$ cat src/rtl/noc_request_axilite.sv
// noc_request_axilite: AXI-Lite slave that serialises one read or write at a time into NoC request packets
module noc_request_axilite #(
    parameter int AXI_LITE_DATA_WIDTH = 512,
    parameter int AXI_LITE_ADDR_WIDTH = 64,
    parameter int NOC_DATA_WIDTH = 64,
    parameter int MAX_OUTSTANDING = 16,
    parameter logic [13:0] DST_CHIPID = 14'd0,
    parameter logic [7:0] DST_X = 8'd0,
    parameter logic [7:0] DST_Y = 8'd0,
    parameter logic [13:0] SRC_CHIPID = 14'd0,
    parameter logic [7:0] SRC_X = 8'd0,
    parameter logic [7:0] SRC_Y = 8'd0
) (
    input  logic                               clk,
    input  logic                               reset,
    input  logic [AXI_LITE_ADDR_WIDTH-1:0]     s_axi_awaddr,
    input  logic                               s_axi_awvalid,
    output logic                               s_axi_awready,
    input  logic [AXI_LITE_DATA_WIDTH-1:0]     s_axi_wdata,
    input  logic [AXI_LITE_DATA_WIDTH/8-1:0]   s_axi_wstrb,
    input  logic                               s_axi_wvalid,
    output logic                               s_axi_wready,
    input  logic [AXI_LITE_ADDR_WIDTH-1:0]     s_axi_araddr,
    input  logic                               s_axi_arvalid,
    output logic                               s_axi_arready,
    output logic                               noc_valid_out,
    output logic [NOC_DATA_WIDTH-1:0]          noc_data_out,
    input  logic                               noc_ready_in,
    output logic                               transaction_type_wr,
    output logic [2:0]                         transaction_type_wr_data,
    input  logic                               txn_done
);
    localparam int BEATS = AXI_LITE_DATA_WIDTH / NOC_DATA_WIDTH;
    localparam int OFFS = $clog2(AXI_LITE_DATA_WIDTH / 8);
    localparam int BW = BEATS > 1 ? $clog2(BEATS) : 1;
    localparam int CW = $clog2(MAX_OUTSTANDING + 1);
    localparam logic [7:0] LEN_LD = 8'd2;
    localparam logic [7:0] LEN_ST = 8'(2 + BEATS);

    typedef enum logic [2:0] {IDLE, HDR0, HDR1, HDR2, DATA} state_t;

    state_t                         state;
    logic                           last_wr;
    logic                           is_store;
    logic [CW-1:0]                  credits_used;
    logic [7:0]                     mshrid;
    logic [BW-1:0]                  beat;
    logic [47:0]                    addr_q;
    logic [AXI_LITE_DATA_WIDTH-1:0] wdata_q;
    logic                           can_accept, wr_elig, rd_elig, grant_wr, grant_rd, grant;
    logic                           fire, credit_ret;
    logic [47:0]                    sel_addr;
    logic [NOC_DATA_WIDTH-1:0]      hdr0, hdr1, hdr2;
    logic                           unused_ok;

    function automatic logic [NOC_DATA_WIDTH-1:0] data_flit(
        input logic [AXI_LITE_DATA_WIDTH-1:0] d,
        input logic [BW-1:0] k
    );
        logic [NOC_DATA_WIDTH-1:0] s, r;
        s = d[k*NOC_DATA_WIDTH +: NOC_DATA_WIDTH];
        r = '0;
        for (int i = 0; i < NOC_DATA_WIDTH / 8; i++)
            r[8*i +: 8] = s[NOC_DATA_WIDTH-8-8*i +: 8];
        return r;
    endfunction

    // readies are held low during reset so nothing is accepted while the block is clearing
    assign can_accept    = !reset && state == IDLE && credits_used < CW'(MAX_OUTSTANDING);
    assign wr_elig       = can_accept && s_axi_awvalid && s_axi_wvalid;
    assign rd_elig       = can_accept && s_axi_arvalid;
    assign grant_wr      = wr_elig && (!rd_elig || !last_wr);
    assign grant_rd      = rd_elig && !grant_wr;
    assign grant         = grant_wr || grant_rd;
    assign s_axi_awready = grant_wr;
    assign s_axi_wready  = grant_wr;
    assign s_axi_arready = grant_rd;
    assign fire          = noc_valid_out && noc_ready_in;
    assign credit_ret    = txn_done && credits_used != '0;
    assign sel_addr      = grant_wr ? s_axi_awaddr[47:0] : s_axi_araddr[47:0];

    assign hdr0 = {DST_CHIPID, DST_X, DST_Y, 4'd0, grant_wr ? LEN_ST : LEN_LD,
                   grant_wr ? 8'd15 : 8'd14, mshrid, 6'd0};
    assign hdr1 = {addr_q, 3'(OFFS), 13'd0};
    assign hdr2 = {SRC_CHIPID, SRC_X, SRC_Y, 34'd0};

    assign unused_ok = ^{s_axi_wstrb, s_axi_awaddr[AXI_LITE_ADDR_WIDTH-1:48],
                         s_axi_araddr[AXI_LITE_ADDR_WIDTH-1:48], sel_addr[OFFS-1:0]};

    always_ff @(posedge clk or posedge reset) begin
        if (reset) begin
            state                    <= IDLE;
            last_wr                  <= 1'b0;
            is_store                 <= 1'b0;
            credits_used             <= '0;
            mshrid                   <= '0;
            beat                     <= '0;
            addr_q                   <= '0;
            wdata_q                  <= '0;
            noc_valid_out            <= 1'b0;
            noc_data_out             <= '0;
            transaction_type_wr      <= 1'b0;
            transaction_type_wr_data <= '0;
        end else begin
            transaction_type_wr <= grant;
            if (grant) begin
                transaction_type_wr_data <= {grant_wr ? 2'd2 : 2'd1, sel_addr[3]};
                last_wr                  <= grant_wr;
            end
            if (grant && !credit_ret)
                credits_used <= credits_used + 1'b1;
            else if (!grant && credit_ret)
                credits_used <= credits_used - 1'b1;
            case (state)
                IDLE: if (grant) begin
                    addr_q        <= {sel_addr[47:OFFS], {OFFS{1'b0}}};
                    wdata_q       <= s_axi_wdata;
                    is_store      <= grant_wr;
                    state         <= HDR0;
                    noc_valid_out <= 1'b1;
                    noc_data_out  <= hdr0;
                end
                HDR0: if (fire) begin
                    state        <= HDR1;
                    noc_data_out <= hdr1;
                end
                HDR1: if (fire) begin
                    state        <= HDR2;
                    noc_data_out <= hdr2;
                end
                HDR2: if (fire) begin
                    if (is_store) begin
                        state        <= DATA;
                        noc_data_out <= data_flit(wdata_q, '0);
                    end else begin
                        state         <= IDLE;
                        noc_valid_out <= 1'b0;
                        noc_data_out  <= '0;
                        mshrid        <= mshrid + 8'd1;
                    end
                end
                DATA: if (fire) begin
                    if (beat == BW'(BEATS - 1)) begin
                        state         <= IDLE;
                        noc_valid_out <= 1'b0;
                        noc_data_out  <= '0;
                        beat          <= '0;
                        mshrid        <= mshrid + 8'd1;
                    end else begin
                        beat         <= beat + 1'b1;
                        noc_data_out <= data_flit(wdata_q, beat + 1'b1);
                    end
                end
                default: state <= IDLE;
            endcase
        end
    end
endmodule
$ cat config.mk
export PLATFORM = sky130hd
export DESIGN_NAME = noc_request_axilite
export DESIGN_NICKNAME = d
export VERILOG_FILES = /design/src/rtl/noc_request_axilite.sv
export SDC_FILE = /design/constraint.sdc
export NUM_CORES = 2
export LEC_CHECK = 0
export CORE_AREA = 5 5 300 302
export CTS_CLUSTER_DIAMETER = 200
export DETAILED_ROUTE_END_ITERATION = 10
export DIE_AREA = 0 0 305 307
export GPL_TIMING_DRIVEN = 0
export SLEW_MARGIN = 20
export SYNTH_ARGS = -nofsm -noshare
export SYNTH_HDL_FRONTEND = slang
export SYNTH_SLANG_ARGS = --single-unit
$ cat constraint.sdc
create_clock -name clk -period 32.6 [get_ports clk]
set_input_delay 6.52 -clock clk [delete_from_list [all_inputs] [get_ports clk]]
set_output_delay 6.52 -clock clk [all_outputs]
set_load 0.01 [all_outputs]
## After elaboration in Yosys (flattened, before gate mapping)

Index checks and enable logic that the tools add are counted.

- Memory bits (writable): 0
- Input bits: 711
- Memory bits (read-only): 0
- Logic and storage cells: 95
- Memories: 0
- Latch bits: 0
- Register bits after elaboration: 644
- Output and inout port bits: 72

- $add $sub $neg: 4
- Div/mod/pow operators: 0
- $mul: 0
- Shift-type cells: 1
- Reductions and logical operators: 31
- Equality and inequality tests: 12
- Order comparisons: 1
- Multiplexer cells: 34
- Bitwise operators: 0

Operator list:

| operator | number |
|---|---|
| $shiftx A512 B10 Y64 | 1 |
| $mux W64 | 7 |
| $pmux W64 S5 | 1 |
| $mux W48 | 1 |
| $mux W8 | 4 |
| $mux W3 | 8 |
| $reduce_and A6 Y1 | 3 |
| $pmux W8 S2 | 1 |
| $pmux W3 S5 | 1 |
| $ne A2 B2 Y1 const B | 7 |
| $logic_and A1 B1 Y1 | 11 |
| $mux W5 | 2 |
| $reduce_bool A5 Y1 | 2 |
| $add A8 B1 Y8 const B | 1 |
| $eq A3 B2 Y1 const B | 2 |
| $eq A3 B3 Y1 const B | 2 |
| $logic_not A1 Y1 | 6 |
| $mux W1 | 6 |
| $add A5 B1 Y5 const B | 1 |
| $lt A5 B5 Y1 const B | 1 |
| $reduce_and A5 Y1 | 1 |
| $sub A5 B1 Y5 const B | 1 |
| $mux W4 | 1 |
| $reduce_and A2 Y1 | 2 |
| 8 further kinds | 10 |

## Longest topological paths before layout

- Depth after elaboration: 14
- Mapped depth: 13
- Mapped depth without buffers: 10

## Worst setup path after synthesis

Ideal clock, no wire load.

- Path type: input to output
- Start point: in reset
- End point: out s_axi_wready
- Stages on the path: 6
- Path buffers: 3
- Data required time: 26,080 ps
- Slack: 18,065 ps
- Arrival: 8,015 ps
- Path through: or4_4 a2111o_1 buf_2 clkinv_1 buf_2 buf_4

- Longest elaborated chain between the ends: 7
- Elaborated cells on any way between the ends: 9
- Classes of those cells: 9 x reduce/logical

RTL lines:

| element | line | source |
|---|---|---|
| start: declaration | 15 | `input logic reset,` |
| $logic_not A1 Y1 (no line) (*) | n/a |  |
| $logic_and A1 B1 Y1 (*) (2 in a row) | 69 | `assign can_accept = !reset && state == IDLE && credits_used < CW'(MAX_OUTSTANDING);` |
| $logic_and A1 B1 Y1 | 71 | `assign rd_elig = can_accept && s_axi_arvalid;` |
| $logic_not A1 Y1 | 72 | `assign grant_wr = wr_elig && (!rd_elig \|\| !last_wr);` |
| $logic_or A1 B1 Y1 | 72 |  |
| $logic_and A1 B1 Y1 (*) | 72 |  |
| end: declaration | 22 | `output logic s_axi_wready,` |

Every way passes the cells marked *; elsewhere a longest branch is shown, timed or not.

## Worst setup path after layout

Same ends and word-level chain as after synthesis.

==> results.txt <==
Rel. slew slack: 0.244
Fin crit period: 16370 ps
Critical Path AT: 9850 ps
Die Area: 93600 µm²
# clock sinks: 643
Critical Path Start Type: input port
Hpwl dp: 106000 µm
Std-Cell Rows: 109
DP Cell Count: 5057
CTS tree: yes
Critical path's largest stage delay: 580 ps
Max-Cap Viols: 0
Fin cells: 5219
Post-synthesis net count: 3927
Cell Area, Synth: 29500 µm²
Final net count: 4688
Crit path kind: input port to output port
Number of global-route vias before repair: 27100
Final hold violations: 0
Switch share: 0.379
# Post-CTS Setup Buffers: 0
Skew-Pair Late Insertion Delay: 630 ps
Bufs and invs on worst path: 6
Min-delay worst type: register to register
Finished Core Util: 0.463
Crit path capture type: output port
Clk_skew: 25.6 ps
Crit-path slowest cell: or4_4
Sequential power share: 0.397
CTS H-tree depth: 3
Clock transition at path regs: 60 ps
Synth Area per Inst: 9.20 µm²
Design area: 40500 µm²
Outcome: complete, no violations
Height of the chip: 307 µm
Share of layout cells above drive strength 1: 0.102
Total CTS buffers: 75
GRT Util Overall: 0.285
CTS Hold Bufs: 0
Initial antenna violation count: 40
Vias per cell: 5.15
Achievable Freq: 61.1 MHz
Internal power: 0.00222 W
Layout area overhead: 37.2%
Largest net degree at the start of global routing: 102
Post-synthesis cell type count: 53
Post_cts resized: 0
Count of flip-flops with a built-in enable after synthesis: 0
Pins over their slew limit: 0
Combinational share of power: 0.362
Slew at the pin with the worst max-slew slack: 1130 ps
Final Cycle Share: 0.502
#FFs+latches synth: 643
Most common cell after layout, fill and taps aside: nand2_1
Final setup violation count: 0
Delay-heaviest family, CP: buffers and inverters
Cell Pwr Density: 88.4 nW/µm²
Mapped Cells: 3208
Part of the Yosys area used for sequential elements: 0.545
Global route overflow: 0
Core box area: 87400 µm²
Post-synth top flop: dfrtp_1
WL final: 137000 µm
Pre-Repair DR Iteration Count: 6
Initial core utilization: 0.338
Most frequent cells in the layout: nand2_1 (1687), clkdlybuf4s50_1 (676), dfrtp_1 (643)
Worst vdd ir: 0.0470 mV
CTS Buffer Depth: 3
Final ANT Viol Nets: 0
Worst path cell trace: clkdlybuf4s50_1 -> or4_4 -> a2111o_1 -> buf_2 -> clkinv_1 -> buf_2 -> buf_4 -> clkdlybuf4s50_1
Net Sw Power: 0.00136 W
Worst Path Required: 26080 ps
Clk pwr share: 0.242
I/O pin cnt: 783
LEAKAGE: 18.8 nW
Synth warnings: 0
Initial DRC Count: 2729
First-pass GRT wire length: 193000 µm
Post-DP Area: 38000 µm²
RSZ-0062 raised after global routing: false
Synth async-reset ratio: 1.00
Crit path max fanout: 11
Width of the chip: 305 µm
CTS Root Buffer Type: clkbuf_16
DRC: 0
GP Congestion: 0.897
Hold_ws: 469 ps
# port buffers: 676
WL/cell: 26.3 µm
Vias post-DR: 26900
Setup TNS: 0 ps
worst register-to-register path: stages, from the launching register on:
cell      delay, ps
dfrtp_1         430
or4_4           580
or3_1           380
clkbuf_1        140
inv_2            90
buf_2           270
buf_2           410
ha_1            250
inv_1           100
fa_1            410
a21o_1          170
a21oi_1         170
mux2i_1         250
xnor2_1         140
synth_stat cells (5+ instances only):
cell / count / area share
a211oi_2: 7 / 0.0030
a21oi_1: 89 / 0.015
a221o_1: 11 / 0.0037
a31oi_1: 83 / 0.018
and3_1: 18 / 0.0038
buf_1: 16 / 0.0020
buf_2: 114 / 0.019
buf_4: 16 / 0.0041
clkbuf_1: 75 / 0.0095
dfrtp_1: 643 / 0.54
ha_1: 7 / 0.0030
mux2_2: 5 / 0.0019
mux2i_1: 11 / 0.0037
mux4_2: 128 / 0.098
nand2_1: 1687 / 0.21
nand2b_1: 44 / 0.0093
nand3_1: 50 / 0.0085
nor2_1: 60 / 0.0076
nor3_1: 65 / 0.011
o21ai_0: 15 / 0.0025
xnor2_1: 9 / 0.0027
state kept, by name, indices dropped and copies added, names as in the netlist:
| register | count |
|---|---|
| mshrid | 8 |
| is_store | 1 |
| transaction_type_wr_data | 3 |
| noc_data_out | 64 |
| state | 3 |
| transaction_type_wr | 1 |
| addr_q | 42 |
| credits_used | 5 |
| noc_valid_out | 1 |
| wdata_q | 512 |
| beat | 3 |
per-stage QoR:
stage | total power [W] | setup WS [ps]
6_report | 0.00358 | 16230
2_1_floorplan | 0.00208 | 8070
3_5_place_dp | 0.00271 | 16170
3_3_place_gp | 0.00268 | -654
4_1_cts | 0.00359 | 16170
5_1_grt | 0.00377 | 16170
cell families after synthesis:
kind of cell    Yosys count  share of synthesized area
compound gates          226                     0.0476
buf+inv                 230                     0.0369
xor+xnor                 12                    0.00356
flops                   643                      0.545
mux                     144                      0.103
simple gates           1945                      0.260
fa+ha+maj                 8                    0.00364
power groups by stage:
stage          logic, W  clock network, W  registers [W]
6_report        0.00130          0.000865        0.00142
5_1_grt         0.00141          0.000907        0.00145
4_1_cts         0.00130          0.000877        0.00141
3_5_place_dp    0.00129                 0        0.00142
3_3_place_gp    0.00126                 0        0.00142
2_1_floorplan  0.000741                 0        0.00134
final timing paths:
kind / startpoint / endpoint / slack, ps / depth (start not counted)
setup / recovery: reset / s_axi_wready / 16230 / 8
hold / removal: wdata_q[145] / wdata_q[145] / 470 / 2
setup reg to reg: state[1] / credits_used[4] / 28740 / 13
hold reg to reg: wdata_q[145] / wdata_q[145] / 470 / 2
max in group asynchronous: reset / wdata_q[387] / 24670 / 4
min in group asynchronous: reset / wdata_q[240] / 6460 / 2
area by class of cell:
cell class	count	area, µm²
Clock buffer	109	2210
Antenna cell	29	72.6
Multi-Input combinational cell	2335	12300
Buffer	224	1070
Timing Repair Buffer	684	6970
Inverter	6	30.0
Fill cell	8471	46900
Tap cell	1165	1460
Sequential cell	643	16100
Clock inverter	24	272
metal layers:
layer | up-vias | share of wire | GRT usage
met1 | 13400 | 0.41 | 0.380
met4 | 18 | 0.038 | 0.104
met3 | 243 | 0.084 | 0.0649
met5 | - | 0.00083 | 0
li1 | 12000 | - | -
met2 | 1210 | 0.47 | 0.459
Note: power is estimated with default switching activity, not from simulation.
